[src/rtl/hpu_seq.sv]
// hpu_seq: per-job sequencer for the HPU stream datapath.
// Runs item-memory load then stream compute, with status and watchdog.
module hpu_seq #(
    parameter int ITEM_W = 16,
    parameter int ADDR_W = 20,
    parameter int TMO_W  = 24
) (
    input  logic              clk,
    input  logic              rst,
    input  logic              start,
    input  logic              abort,
    input  logic [ITEM_W-1:0] cfg_item_last,
    input  logic [ADDR_W-1:0] cfg_addr_i,
    input  logic [ADDR_W-1:0] cfg_addr_j,
    input  logic              cfg_skip_matw,
    input  logic              src_valid,
    input  logic              dst_valid,
    input  logic              dst_ready,
    input  logic              dst_last,
    output logic              matw,
    output logic              mat_we,
    output logic [ITEM_W-1:0] mat_a,
    output logic              run,
    output logic [ADDR_W-1:0] addr_i,
    output logic [ADDR_W-1:0] addr_j,
    output logic              busy,
    output logic              done,
    output logic              err,
    output logic [31:0]       beat_cnt
);

    localparam logic [1:0] S_IDLE = 2'd0;
    localparam logic [1:0] S_MATW = 2'd1;
    localparam logic [1:0] S_RUN  = 2'd2;
    localparam logic [1:0] S_DONE = 2'd3;

    localparam logic [ITEM_W-1:0] ITEM_ONE = ITEM_W'(1);
    localparam logic [TMO_W-1:0]  TMO_ONE  = TMO_W'(1);

    logic [1:0]        r_state;
    logic [ITEM_W-1:0] r_item_last;
    logic [ITEM_W-1:0] r_mat_a;
    logic [ADDR_W-1:0] r_addr_i;
    logic [ADDR_W-1:0] r_addr_j;
    logic [TMO_W-1:0]  r_wdog;
    logic [31:0]       r_beat_cnt;
    logic              r_matw;
    logic              r_run;
    logic              r_busy;
    logic              r_done;
    logic              r_err;

    logic              w_hs;
    logic [TMO_W-1:0]  w_wdog_nxt;

    assign w_hs       = dst_valid & dst_ready;
    assign w_wdog_nxt = r_wdog + TMO_ONE;

    always_ff @(posedge clk or posedge rst) begin
        if (rst) begin
            r_state     <= S_IDLE;
            r_item_last <= '0;
            r_mat_a     <= '0;
            r_addr_i    <= '0;
            r_addr_j    <= '0;
            r_wdog      <= '0;
            r_beat_cnt  <= '0;
            r_matw      <= 1'b0;
            r_run       <= 1'b0;
            r_busy      <= 1'b0;
            r_done      <= 1'b0;
            r_err       <= 1'b0;
        end else if (abort) begin
            // Abort outranks a same-cycle start; flags only move mid-job.
            if (r_busy) r_err <= 1'b1;
            r_state <= S_IDLE;
            r_matw  <= 1'b0;
            r_run   <= 1'b0;
            r_busy  <= 1'b0;
        end else begin
            case (r_state)
                S_IDLE, S_DONE: begin
                    if (start) begin
                        r_item_last <= cfg_item_last;
                        r_addr_i    <= cfg_addr_i;
                        r_addr_j    <= cfg_addr_j;
                        r_mat_a     <= '0;
                        r_wdog      <= '0;
                        r_beat_cnt  <= '0;
                        r_done      <= 1'b0;
                        r_err       <= 1'b0;
                        r_busy      <= 1'b1;
                        if (cfg_skip_matw) begin
                            r_state <= S_RUN;
                            r_run   <= 1'b1;
                        end else begin
                            r_state <= S_MATW;
                            r_matw  <= 1'b1;
                        end
                    end
                end
                S_MATW: begin
                    if (src_valid) begin
                        if (r_mat_a == r_item_last) begin
                            r_state <= S_RUN;
                            r_matw  <= 1'b0;
                            r_run   <= 1'b1;
                        end else begin
                            r_mat_a <= r_mat_a + ITEM_ONE;
                        end
                    end
                end
                S_RUN: begin
                    if (w_hs) begin
                        r_beat_cnt <= r_beat_cnt + 32'd1;
                        r_wdog     <= '0;
                        if (dst_last) begin
                            r_state <= S_DONE;
                            r_done  <= 1'b1;
                            r_run   <= 1'b0;
                            r_busy  <= 1'b0;
                        end
                    end else if (&w_wdog_nxt) begin
                        r_wdog  <= w_wdog_nxt;
                        r_err   <= 1'b1;
                        r_state <= S_IDLE;
                        r_run   <= 1'b0;
                        r_busy  <= 1'b0;
                    end else begin
                        r_wdog <= w_wdog_nxt;
                    end
                end
                default: r_state <= S_IDLE;
            endcase
        end
    end

    assign matw     = r_matw;
    assign mat_we   = r_matw & src_valid;
    assign mat_a    = r_mat_a;
    assign run      = r_run;
    assign addr_i   = r_addr_i;
    assign addr_j   = r_addr_j;
    assign busy     = r_busy;
    assign done     = r_done;
    assign err      = r_err;
    assign beat_cnt = r_beat_cnt;

endmodule

[config.mk]
export PLATFORM = sky130hd
export DESIGN_NAME = hpu_seq
export DESIGN_NICKNAME = d
export VERILOG_FILES = /design/src/rtl/hpu_seq.sv
export SDC_FILE = /design/constraint.sdc
export NUM_CORES = 1
export LEC_CHECK = 0
export ABC_AREA = 1
export CAP_MARGIN = 10
export CORE_MARGIN = 2
export CORE_UTILIZATION = 45
export CTS_CLUSTER_DIAMETER = 200
export DETAILED_ROUTE_END_ITERATION = 7
export PLACE_DENSITY = 0.79
export SLEW_MARGIN = 40
export SYNTH_ARGS = -nofsm -noshare
export SYNTH_HDL_FRONTEND = slang
export SYNTH_SLANG_ARGS = --single-unit
[constraint.sdc]
create_clock -name clk -period 4.5 [get_ports clk]
set_clock_uncertainty 0.2 [all_clocks]
set_input_delay 0.9 -clock clk [delete_from_list [all_inputs] [get_ports clk]]
set_output_delay 0.9 -clock clk [all_outputs]
set_load 0.005 [all_outputs]
After elaboration in Yosys (flattened, before gate mapping)
Index checks and enable logic that the tools add are counted.
{"block": "word_totals", "reg_bits": 135, "in_bits": 65, "output_inout_bits": 94, "word_cells": 100}
{"block": "classes", "n_addsub": 3, "n_eq_ne": 19, "muxes": 46, "bitwise": 3, "reduce_logical": 17}
{"operator": "$mux W32", "count": 2}
{"operator": "$pmux W32 S2", "count": 1}
{"operator": "$mux W16", "count": 3}
{"operator": "$mux W24", "count": 2}
{"operator": "$pmux W24 S2", "count": 1}
{"operator": "$add A32 B1 Y32 const B", "count": 1}
{"operator": "$pmux W16 S2", "count": 1}
{"operator": "$reduce_and A5 Y1", "count": 5}
{"operator": "$add A24 B1 Y24 const B", "count": 1}
{"operator": "$reduce_and A24 Y1", "count": 1}
{"operator": "$mux W1", "count": 22}
{"operator": "$ne A3 B3 Y1 const B", "count": 7}
{"operator": "$add A16 B1 Y16 const B", "count": 1}
{"operator": "$eq A16 B16 Y1", "count": 1}
{"operator": "$mux W2", "count": 8}
{"operator": "$ne A2 B2 Y1 const B", "count": 5}
{"operator": "$ne A4 B4 Y1 const B", "count": 2}
{"operator": "$pmux W1 S2", "count": 4}
{"operator": "$reduce_and A4 Y1", "count": 2}
{"operator": "$pmux W2 S3", "count": 1}
{"operator": "$reduce_and A3 Y1", "count": 2}
{"operator": "$reduce_and A6 Y1", "count": 1}
{"operator": "$reduce_bool A3 Y1", "count": 2}
{"operator": "$eq A2 B2 Y1 const B", "count": 2}
{"operator": "other kinds (8)", "count": 10}

Longest topological paths before layout
{"block": "logic_depth", "ltp_word": 6, "depth_mapped": 17, "depth_no_buf": 17}

Worst setup path before layout
No wires, ideal clock.
{"block": "synth_path", "kind": "input to register", "start": "input abort", "end": "register r_beat_cnt[17] (netlist: beat_cnt[17])", "setup_time_ns": 0.119, "t_arrival_ns": 2.151, "required_ns": 4.181, "path_slack_ns": 2.030, "stages": 7, "n_path_buf": 2, "cell_sequence": "buf_2 nor3_2 inv_2 nor2_1 clkbuf_1 a21oi_1 o21a_1"}
{"block": "synth_via", "elab_chain_len": 2}
{"element": "start, declared", "line": "11", "rtl": "input logic abort,"}
{"element": "$not A1 Y1 (no line)"}
{"element": "$reduce_and A4 Y1 (no line)"}
{"element": "end signal, assigned", "line": "115", "rtl": "r_beat_cnt <= r_beat_cnt + 32'd1;"}
{"element": "end, declared", "line": "46", "rtl": "logic [31:0] r_beat_cnt;"}
Every way passes these cells.
A chain may end at the register's enable or synchronous reset.

Worst setup path in the final report
{"block": "layout_path", "start": "input src_valid", "end": "output mat_we"}
{"block": "layout_via", "elab_chain_len": 1}
{"element": "start, declared", "line": "16", "rtl": "input logic src_valid,"}
{"element": "$and A1 B1 Y1", "line": "139", "rtl": "assign mat_we = r_matw & src_valid;"}
{"element": "end, declared", "line": "21", "rtl": "output logic mat_we,"}
Every way passes these cells.

==> results.toml <==
[worst_setup_path]
cp.arrival_ns = 1.95
reg2reg_slack_ns = 1.79
cpPeakStageDelay_ns = 0.48
cp_slowest_cell = "clkdlybuf4s50_1"
cp.required_ns = 3.40
path_common_cell = "clkdlybuf4s50_1"
worstPathCellList = "clkdlybuf4s50_1, nand2_1, inv_1, clkdlybuf4s50_1"
crit_fanout = 2
critical_path.top_delay_family = "buffers and inverters"
worst-path-buf-inv = 3
endpoint_kind = "output port"
cp-start-kind = "primary input"
setup.worst_path.class = "in -> out"

[yosys]
netlist_top_cells_count = "354 x nand2_1, 135 x dfrtp_1, 98 x inv_1"
synth_cell_types = 40
synth_most_common_cell = "nand2_1"
yosys_warnings = 0
synth_edf_count = 0
syn_avg_cell_area_um2 = 7.485
ys_seq_area_share_pct = 47.01
synthTopCellsByArea = "dfrtp_1 47%, nand2_1 18%, inv_1 5.1%, nor2_1 4.4%, nand3_1 3.3%"
syn-num-nets = 1031
synth_top_area_share_pct = 47.01
synth_flop_cell = "dfrtp_1"
netlist_area_um2 = 7186
synth_area_leader_cell = "dfrtp_1"
ys_seq_elements = 135
synth_cells = 960
async_flop_share_pct = 100.0

[global_routing]
antenna_found_initial = 0
grtUsageTotal_pct = 23.05
grt_pass1_wl_mm = 30.92
grt_pass1_vias = 6441
overflow = 0
grt_max_degree = 65

[sta]
fin_crit_sh_pct = 67.80
finalHoldViolations = 0
finalCriticalPeriod_ns = 3.051
relSlewSlack_pct = 61.76
worst_slew_pin_slew_ns = 0.5737
finalSetupViolations = 0
fin_ws_ns = 1.449
max_clock_freq_mhz = 327.8
grt_setup_unrepaired = "no"
tns_ns = 0
slew_viol_final = 0

[final_layout]
area_growth_pct = 34.37
antenna_cells = 0
nFillCells = 1417
multiInputGateArea_um2 = 3332
drive_above_1_share_pct = 5.644
num-nets-final = 1192
register_area_um2 = 3378

[route]
viasPerCell = 5.100
num_vias = 6885
drc = 0
met2_length_mm = 8.863
wl_met3_mm = 1.595
post_drt_wl_per_cell_um = 13.94
wl_met1_mm = 8.050
routed_wl_mm = 18.83
dr.pass1.iters = 4
drtAntennaViolNets = 0
drtIter0Drc = 472
routed.top_layer = "met4"

[clocking]
clock_latency_ns = 0.43
cts_sinks = 135
cts_buffers = 17
clk_pin_slew_ns = 0.06
ctsLongestPathBuffers = 2
post-cts-setup-buffer-count = 0
htree_levels = 4
cts_resized = 0
root_buffer = "clkbuf_16"
cts_hold_buf = 0
cts_tree = "yes"

[floorplan]
pin_count = 159
start_util_pct = 45.56
die_y_um = 130.4
num_rows = 46
coreArea_um2 = 15770
dieArea_um2 = 17000
die_x_um = 130.4

[power]
p_per_area_nw_per_um2 = 469.0
peakVddDrop_mv = 0.3628
leakagePower_nw = 4.355

[hold_path]
hold_class = "reg -> reg"

[placement]
dpl.hpwl_mm = 13.39
io_buffers = 158
pre_cts_ws_ns = 1.201
routabilityCongestion = 0.9109

[outcome]
run_status = "finished, final reports clean"

[run]
drv_cap = 0
[stage by stage]
stage                     area (um2)  utilization (%)  instances  power [mW]  hold WS (ns)
after floorplan                 7189                -        960       2.406        0.2567
after detailed placement        9021            57.20       1317       3.082        0.2576
after global routing            9656            61.23       1350       4.814        0.2938
final                           9656            61.23       1350       4.528        0.2722
after global placement          9021            57.20       1317       3.049        0.2534
after CTS                       9641            61.13       1349       4.574        0.2727
[cells by family after synthesis]
logic type	synth area share (%)
flip-flops	47.01
AND/OR/NAND/NOR	32.82
AO/OA/AOI/OAI	8.759
buffers and inverters	6.704
XOR/XNOR	3.657
adder cells (fa/ha/maj)	1.045
[worst min-delay path, delay by kind of cell, from the launching register on]
| kind | cells | cell delay, ns |
|---|---|---|
| flops | 1 | 0.34 |
| simple gates | 2 | 0.10 |
[routing by layer]
layer,GRT usage [%],vias to the layer above
met3,7.544,29
met1,29.65,3216
met5,0,-
li1,-,3406
met2,36.96,234
met4,7.697,0
[path summary, 6_finish.rpt]
kind                                  from      endpoint  cells after the start
max in group asynchronous              rst  beat_cnt[19]                      4
worst max-delay path             src_valid        mat_we                      4
worst min register to register  addr_j[19]    addr_j[19]                      2
worst min-delay path            addr_j[19]    addr_j[19]                      2
worst max register to register  r_state[0]  beat_cnt[19]                     14
min in group asynchronous              rst    r_wdog[13]                      2
[layout make-up]
cell class                 count  share of cell area (%)
clock inverter                15                   2.009
inverter                     102                   4.004
sequential                   135                   34.99
clock buffer                  17                   4.406
multi-input combinational    698                   34.51
timing repair buffer         167                   17.29
tap                          216                   2.799
[registers in the layout (all words and copies together) (netlist names)]
signal / flops
addr_i: 20
addr_j: 20
beat_cnt: 32
busy: 1
done: 1
err: 1
mat_a: 16
matw: 1
r_item_last: 16
r_state: 2
r_wdog: 24
run: 1
[cells in the final DEF, fill, tap and decap left out, drive strengths merged, types with 5 or more instances in the layout]
cell	n
o22ai	13
ha	6
nand3	48
a21oi	26
o31ai	16
xor2	20
buf	9
o21ai	38
nor2	94
clkdlybuf4s50	158
xnor2	10
o21a	5
dfrtp	135
nand2	358
inv	106
clkbuf	17
nand4	23
nor3	24
[power breakdown]
part	switching [mW]	internal, mW
registers	0.185	1.50
clock network	0.576	0.885
logic	0.732	0.655
Power figures use the tool's default switching activity.
